===== src/rtl/rcu_pll_lock_seq.sv =====
// PLL power-up sequencer: drives PLL pd/rst pins, qualifies the raw lock, retries, reports failure.
// Latency: raw lock sees a 2-flop synchronizer; lock qualifies LOCK_STABLE_CYC cycles into WAIT_LOCK.
// Backpressure: none; pll_en_i is a level request and dropping it returns to IDLE on the next edge.
module rcu_pll_lock_seq #(
    parameter int PWRUP_CYC       = 16,
    parameter int LOCK_STABLE_CYC = 256,
    parameter int TIMEOUT_CYC     = 4096,
    parameter int MAX_RETRY       = 3
) (
    input  logic                               clk_i,
    input  logic                               rst_i,
    input  logic                               pll_en_i,
    input  logic                               pll_raw_lock_i,
    output logic                               pll_pd_o,
    output logic                               pll_rst_o,
    output logic                               pll_lock_o,
    output logic                               pll_fail_o,
    output logic                               lock_lost_o,
    output logic [$clog2(MAX_RETRY+1)-1:0]     retry_cnt_o,
    output logic [2:0]                         state_o
);

    localparam int RW      = $clog2(MAX_RETRY + 1);
    localparam int CYC_MAX = (PWRUP_CYC > TIMEOUT_CYC) ? PWRUP_CYC : TIMEOUT_CYC;
    localparam int CW      = (CYC_MAX > 1) ? $clog2(CYC_MAX) : 1;
    localparam int SW      = (LOCK_STABLE_CYC > 1) ? $clog2(LOCK_STABLE_CYC) : 1;

    localparam logic [2:0] IDLE      = 3'd0;
    localparam logic [2:0] PWRUP     = 3'd1;
    localparam logic [2:0] WAIT_LOCK = 3'd2;
    localparam logic [2:0] LOCKED    = 3'd3;
    localparam logic [2:0] FAIL      = 3'd4;

    localparam logic [CW-1:0] PWRUP_LAST   = CW'(PWRUP_CYC - 1);
    localparam logic [CW-1:0] TIMEOUT_LAST = CW'(TIMEOUT_CYC - 1);
    localparam logic [SW-1:0] STABLE_LAST  = SW'(LOCK_STABLE_CYC - 1);
    localparam logic [RW-1:0] RETRY_MAX    = RW'(MAX_RETRY);

    logic [2:0]    state_q;
    logic [1:0]    sync_q;
    logic [CW-1:0] cyc_cnt;
    logic [SW-1:0] stable_cnt;
    logic [RW-1:0] retry_cnt;
    logic          lock_lost_q;
    logic          s_lock;

    assign s_lock = sync_q[1];

    // cyc_cnt doubles as the PWRUP dwell counter and the WAIT_LOCK timeout counter
    always_ff @(posedge clk_i) begin
        if (rst_i) begin
            sync_q      <= '0;
            state_q     <= IDLE;
            cyc_cnt     <= '0;
            stable_cnt  <= '0;
            retry_cnt   <= '0;
            lock_lost_q <= 1'b0;
        end else begin
            sync_q      <= {sync_q[0], pll_raw_lock_i};
            lock_lost_q <= 1'b0;
            if (!pll_en_i) begin
                state_q    <= IDLE;
                cyc_cnt    <= '0;
                stable_cnt <= '0;
                retry_cnt  <= '0;
            end else begin
                case (state_q)
                    IDLE: begin
                        state_q <= PWRUP;
                        cyc_cnt <= '0;
                    end
                    PWRUP: begin
                        if (cyc_cnt == PWRUP_LAST) begin
                            state_q    <= WAIT_LOCK;
                            cyc_cnt    <= '0;
                            stable_cnt <= '0;
                        end else begin
                            cyc_cnt <= cyc_cnt + CW'(1);
                        end
                    end
                    WAIT_LOCK: begin
                        cyc_cnt    <= cyc_cnt + CW'(1);
                        stable_cnt <= s_lock ? stable_cnt + SW'(1) : '0;
                        // qualification is checked first so it beats a coincident timeout
                        if (s_lock && (stable_cnt == STABLE_LAST)) begin
                            state_q    <= LOCKED;
                            cyc_cnt    <= '0;
                            stable_cnt <= '0;
                        end else if (cyc_cnt == TIMEOUT_LAST) begin
                            cyc_cnt    <= '0;
                            stable_cnt <= '0;
                            if (retry_cnt < RETRY_MAX) begin
                                retry_cnt <= retry_cnt + RW'(1);
                                state_q   <= PWRUP;
                            end else begin
                                state_q <= FAIL;
                            end
                        end
                    end
                    LOCKED: begin
                        if (!s_lock) begin
                            state_q     <= WAIT_LOCK;
                            cyc_cnt     <= '0;
                            stable_cnt  <= '0;
                            lock_lost_q <= 1'b1;
                        end
                    end
                    FAIL:    state_q <= FAIL;
                    default: state_q <= IDLE;
                endcase
            end
        end
    end

    assign pll_pd_o    = (state_q == IDLE) || (state_q == FAIL);
    assign pll_rst_o   = (state_q != WAIT_LOCK) && (state_q != LOCKED);
    assign pll_lock_o  = (state_q == LOCKED);
    assign pll_fail_o  = (state_q == FAIL);
    assign lock_lost_o = lock_lost_q;
    assign retry_cnt_o = retry_cnt;
    assign state_o     = state_q;

endmodule


===== config.mk =====
export PLATFORM = sky130hd
export DESIGN_NAME = rcu_pll_lock_seq
export DESIGN_NICKNAME = d
export VERILOG_FILES = /design/src/rtl/rcu_pll_lock_seq.sv
export SDC_FILE = /design/constraint.sdc
export NUM_CORES = 1
export LEC_CHECK = 0
export CORE_ASPECT_RATIO = 2
export CORE_MARGIN = 2
export CORE_UTILIZATION = 40
export DETAILED_ROUTE_END_ITERATION = 8
export PLACE_DENSITY = 0.67
export REMOVE_ABC_BUFFERS = 1
export SLEW_MARGIN = 20
export SYNTH_ARGS = -nofsm -noshare
export SYNTH_HDL_FRONTEND = slang
export SYNTH_SLANG_ARGS = --single-unit

===== constraint.sdc =====
create_clock -name clk_i -period 2.15 [get_ports clk_i]
set_input_delay 0.43 -clock clk_i [delete_from_list [all_inputs] [get_ports clk_i]]
set_output_delay 0.43 -clock clk_i [all_outputs]
set_load 0.1 [all_outputs]

# Yosys cells after proc, flatten, opt, wreduce, memory -nomap -nowiden
# Cells that the tools add are included.
[totals]
reg_bits = 28
out_inout_bits = 10
[op_classes]
n_addsub = 3
bitwise = 3
n_reduce_logical = 12
eq_ne = 12
order_cmp = 1
n_mux = 18
[ops]
columns = ["cell", "n"]
rows = [
  ["2-to-1 mux 12 bit", 4],
  ["case mux 12 bit (4 select lines)", 1],
  ["2-to-1 mux 8 bit", 5],
  ["case mux 8 bit (3 select lines)", 1],
  ["2-to-1 mux 3 bit", 5],
  ["case mux 3 bit (5 select lines)", 1],
  ["adder 12 x 1 -> 12 bit (second input constant)", 1],
  ["equality test 12 bit (second input constant)", 1],
  ["equality test 12 x 4 -> 1 bit (second input constant)", 1],
  ["adder 8 x 1 -> 8 bit (second input constant)", 1],
  ["equality test 8 bit (second input constant)", 1],
  ["equality test 3 x 2 -> 1 bit (second input constant)", 2],
  ["!= test 3 x 2 -> 1 bit (second input constant)", 2],
  ["AND reduction 3 bit", 2],
  ["!= test 2 bit (second input constant)", 2],
  ["AND reduction 4 bit", 1],
  ["nonzero test 4 bit", 1],
  ["equality test 3 x 1 -> 1 bit (second input constant)", 1],
  ["equality test 3 bit (second input constant)", 1],
  ["logical NOT 3 bit", 1],
  ["!= test 3 bit (second input constant)", 1],
  ["NOT 1 bit", 3],
  ["nonzero test 3 bit", 1],
  ["OR reduction 3 bit", 1],
  ["7 further kinds", 8],
]

# Depth between registers and ports, before layout
[logic_depth]
depth_word = 5
depth_mapped = 7
ltp_nobuf = 6

# Worst setup path after synthesis
# OpenSTA, ideal clock, no wires.
[synth_timing]
path_kind = "register to output"
start = "reg state_q[1], in the netlist state_o[1]"
end = "out pll_lock_o"
setup_slack_ns = -1.644
t_arrival_ns = 3.364
stages_incl_launch_ff = 4
required_time_ns = 1.720
cell_sequence = "dfxtp_1 > buf_2 > nand2b_1 > nor2_1"
[synth_between]
elab_chain_cells = 1
[synth_lines]
columns = ["element", "line_no", "source"]
rows = [
  ["start, declared", "39", "logic [2:0] state_q;"],
  ["start signal, assigned", "53", "state_q <= IDLE;"],
  ["start signal, assigned", "62", "state_q <= IDLE;"],
  ["start signal, assigned", "69", "state_q <= PWRUP;"],
  ["equality test 3 x 2 -> 1 bit", "117", "assign pll_lock_o = (state_q == LOCKED);"],
  ["end, declared", "16", "output logic pll_lock_o,"],
]
# Every way passes these cells.

# Final worst setup path
[layout_timing]
start = "reg cyc_cnt[0]"
end = "reg stable_cnt[7]"
[layout_between]
elab_chain_cells = 4
elab_cells_between_ends = 7
cone_classes = "eq/ne: 3; mux: 3; reduce/logical: 1"
[layout_lines]
columns = ["element", "line_no", "source"]
rows = [
  ["start, declared", "41", "logic [CW-1:0] cyc_cnt;"],
  ["start signal, assigned", "78", "cyc_cnt <= cyc_cnt + CW'(1);"],
  ["start signal, assigned", "82", "cyc_cnt <= cyc_cnt + CW'(1);"],
  ["equality test 12 bit", "89", "end else if (cyc_cnt == TIMEOUT_LAST) begin"],
  ["2-to-1 mux 8 bit", "89", ""],
  ["2-to-1 mux 8 bit", "85", "if (s_lock && (stable_cnt == STABLE_LAST)) begin"],
  ["case mux 8 bit (3 select lines)", "67", "case (state_q)"],
  ["end signal, assigned", "83", "stable_cnt <= s_lock ? stable_cnt + SW'(1) : '0;"],
  ["end, declared", "42", "logic [SW-1:0] stable_cnt;"],
]
# Parallel ways exist; a longest one is shown, timed or not.
# A chain may end at the register's enable or synchronous reset.

==> impl_metrics.py <==
metrics = {
    "pwr": {
        "power_uw": 909,
        "peakVddDrop_mv": 0.366,
        "p_leak_uw": 0.000549,
        "power_density_nw_per_um2": 566,
    },
    "synth": {
        "synth_compound_area_share_pct": 12.1,
        "synth_simple_gate_area_share_pct": 32.2,
        "synth-adder-area-share_pct": 2.70,
        "syn_inst": 154,
        "async_reset_ff_share_pct": 0,
        "yosysWarnings": 0,
        "synth_edf_count": 0,
        "yosysTopAreaCell": "dfxtp_1",
        "synth.avg_cell_area_um2": 9.02,
        "synth_area_um2": 1390,
        "synth_top_family_by_area": "simple AND/OR/NAND/NOR gates",
        "synth-xor-area-share_pct": 7.57,
        "ys_ff_latch": 28,
        "yosysSeqAreaShare_pct": 40.4,
        "muxShareOfSynthArea_pct": 2.97,
        "ys_types": 40,
        "synth_area_leaders": "dfxtp_1 (40%), nor2_1 (6.8%), xor2_1 (4.4%)",
        "yosys_most_used_dff": "dfxtp_1",
        "yosysTopAreaCellShare_pct": 40.4,
    },
    "final_layout": {
        "mostFrequentLayoutCells": "dfxtp_1 (28), nor2_1 (25), nand2_1 (9), nand4_1 (8), xor2_1 (7)",
        "antenna_cells": 0,
        "final_area_um2": 1610,
        "finalNetCount": 175,
        "layout-drive-gt1-share_pct": 15.7,
        "final_common_cell": "dfxtp_1",
        "area_delta_synth_final_pct": 15.7,
    },
    "grt": {
        "grt_usage_pct": 16.3,
        "grt_overflow": 0,
        "grt_pass1_vias": 1089,
        "grt_first_pass_wirelength_um": 4800,
        "antenna_found_initial": 0,
        "grt_max_degree": 15,
    },
    "clock_tree": {
        "cts_tree": "yes",
        "htreeDepth": 1,
        "cts_root_buffer": "clkbuf_8",
        "clock_sinks": 28,
        "cts_resized": 0,
        "post_cts_buffers": 0,
        "clk_latency_ns": 0.27,
        "cts.reportedPaths.clkPinSlew_ns": 0.09,
        "cts.hold.buffers_added": 0,
        "cts_buffers": 3,
        "clockBufferDepth": 2,
    },
    "drt": {
        "firstDrtPassIters": 4,
        "avgRoutedWirePerCell_um": 14.7,
        "drc": 0,
        "ant_nets": 0,
        "vias": 1157,
        "drt_iter0_drc": 21,
        "routed_wl_um": 2920,
        "vias_per_cell": 5.84,
    },
    "sta": {
        "tightest_slew_ns": 0.540,
        "post-route-period-util_pct": 92.8,
        "slew_headroom_pct": 64.0,
        "setup_violations": 0,
        "hold_viol": 0,
        "min_period_ns": 2.00,
        "slew_violations": 0,
        "fmax_mhz": 501,
        "rsz0062_at_grt": "false",
        "fin_skew_ns": 0.00208,
    },
    "critical_path": {
        "worstSetupStartpointType": "register",
        "worstPathRequired_ns": 2.32,
        "path_max_fanout": 11,
        "worstSetupPathType": "reg -> reg",
        "cp.arrival_ns": 2.16,
        "worstSetupEndpointType": "register",
        "reg2reg_depth": 6,
    },
    "die": {
        "io_pins": 14,
        "initial_core_util_pct": 41.6,
        "coreArea_um2": 3340,
        "fp.dieH_um": 87.3,
        "die-area_um2": 3990,
        "die_w_um": 45.7,
        "rows": 30,
    },
    "placed_design": {
        "place_area_um2": 1570,
        "port-buffer-count": 13,
        "routabilityCongestion": 0.871,
        "hpwl_um": 2270,
    },
    "min_path": {
        "whs_path_depth": 1,
        "hold_path_class": "reg -> reg",
    },
    "flow_run": {
        "cap_viol_max_count": 0,
    },
    "outcome": {
        "status": "finished, final reports clean",
    },
}
==> cells by family after synthesis <==
family          Yosys count
flops                    28
buf+inv                   7
xor+xnor                 12
compound gates           22
fa+ha+maj                 3
mux                       4
simple gates             78
==> flip-flops by register name (all words and copies together), names as in the netlist <==
name	flops
sync_q	2
state_o	3
retry_cnt_o	2
cyc_cnt	12
lock_lost_o	1
stable_cnt	8
==> Yosys cell counts, types with 4 or more instances <==
cell and count:
nor2_1 25, nand3b_1 5, nor4_1 4, nand3_1 5, nand2_1 9, a31oi_1 4, dfxtp_1 28, xnor2_1 5
nand4_1 8, xor2_1 7
==> worst paths after layout <==
path | start | end | slack [ns]
max | cyc_cnt[0] | stable_cnt[7] | 0.15
min | sync_q[0] | sync_q[1] | 0.45
max reg2reg | cyc_cnt[0] | stable_cnt[7] | 0.15
min reg2reg | sync_q[0] | sync_q[1] | 0.45
==> power by group <==
part	switching, uW	total [uW]	internal, uW
Clock	160	286	126
Sequential	6.97	529	522
Combinational	64.6	93.3	28.7
==> critical path: stages (launching register included) <==
cell     delay (ns)
dfxtp_1        0.40
ha_1           0.23
and3_2         0.23
a311o_1        0.46
nand2_1        0.21
o21ai_2        0.27
nor2_1         0.08
==> metal layers <==
layer	vias to the layer above	global-route usage (%)	part of all wire, %
met1	546	16.2	39
li1	577	-	-
met2	25	28.6	54
met5	-	0	0
met3	9	2.49	2.7
met4	0	11.8	4.1
==> area by class of cell <==
type                       count  area, um2
timing repair buffer          13        155
inverter                       3       11.3
fill                         321       1730
sequential                    28        561
tap                           32       40.0
multi-input combinational    119        798
clock buffer                   3       41.3
==> per-stage QoR <==
step           setup WS, ns  hold WS [ns]  std cells  TNS [ns]  util (%)
2_1_floorplan         -1.77         0.414        150    -10.67         -
3_3_place_gp          0.249         0.420        195         0      46.9
3_5_place_dp          0.148         0.425        195         0      46.9
4_1_cts               0.140         0.447        198         0      48.1
5_1_grt             0.00973         0.491        198         0      48.1
6_report              0.154         0.446        198         0      48.1
Power figures use the tool's default switching activity.
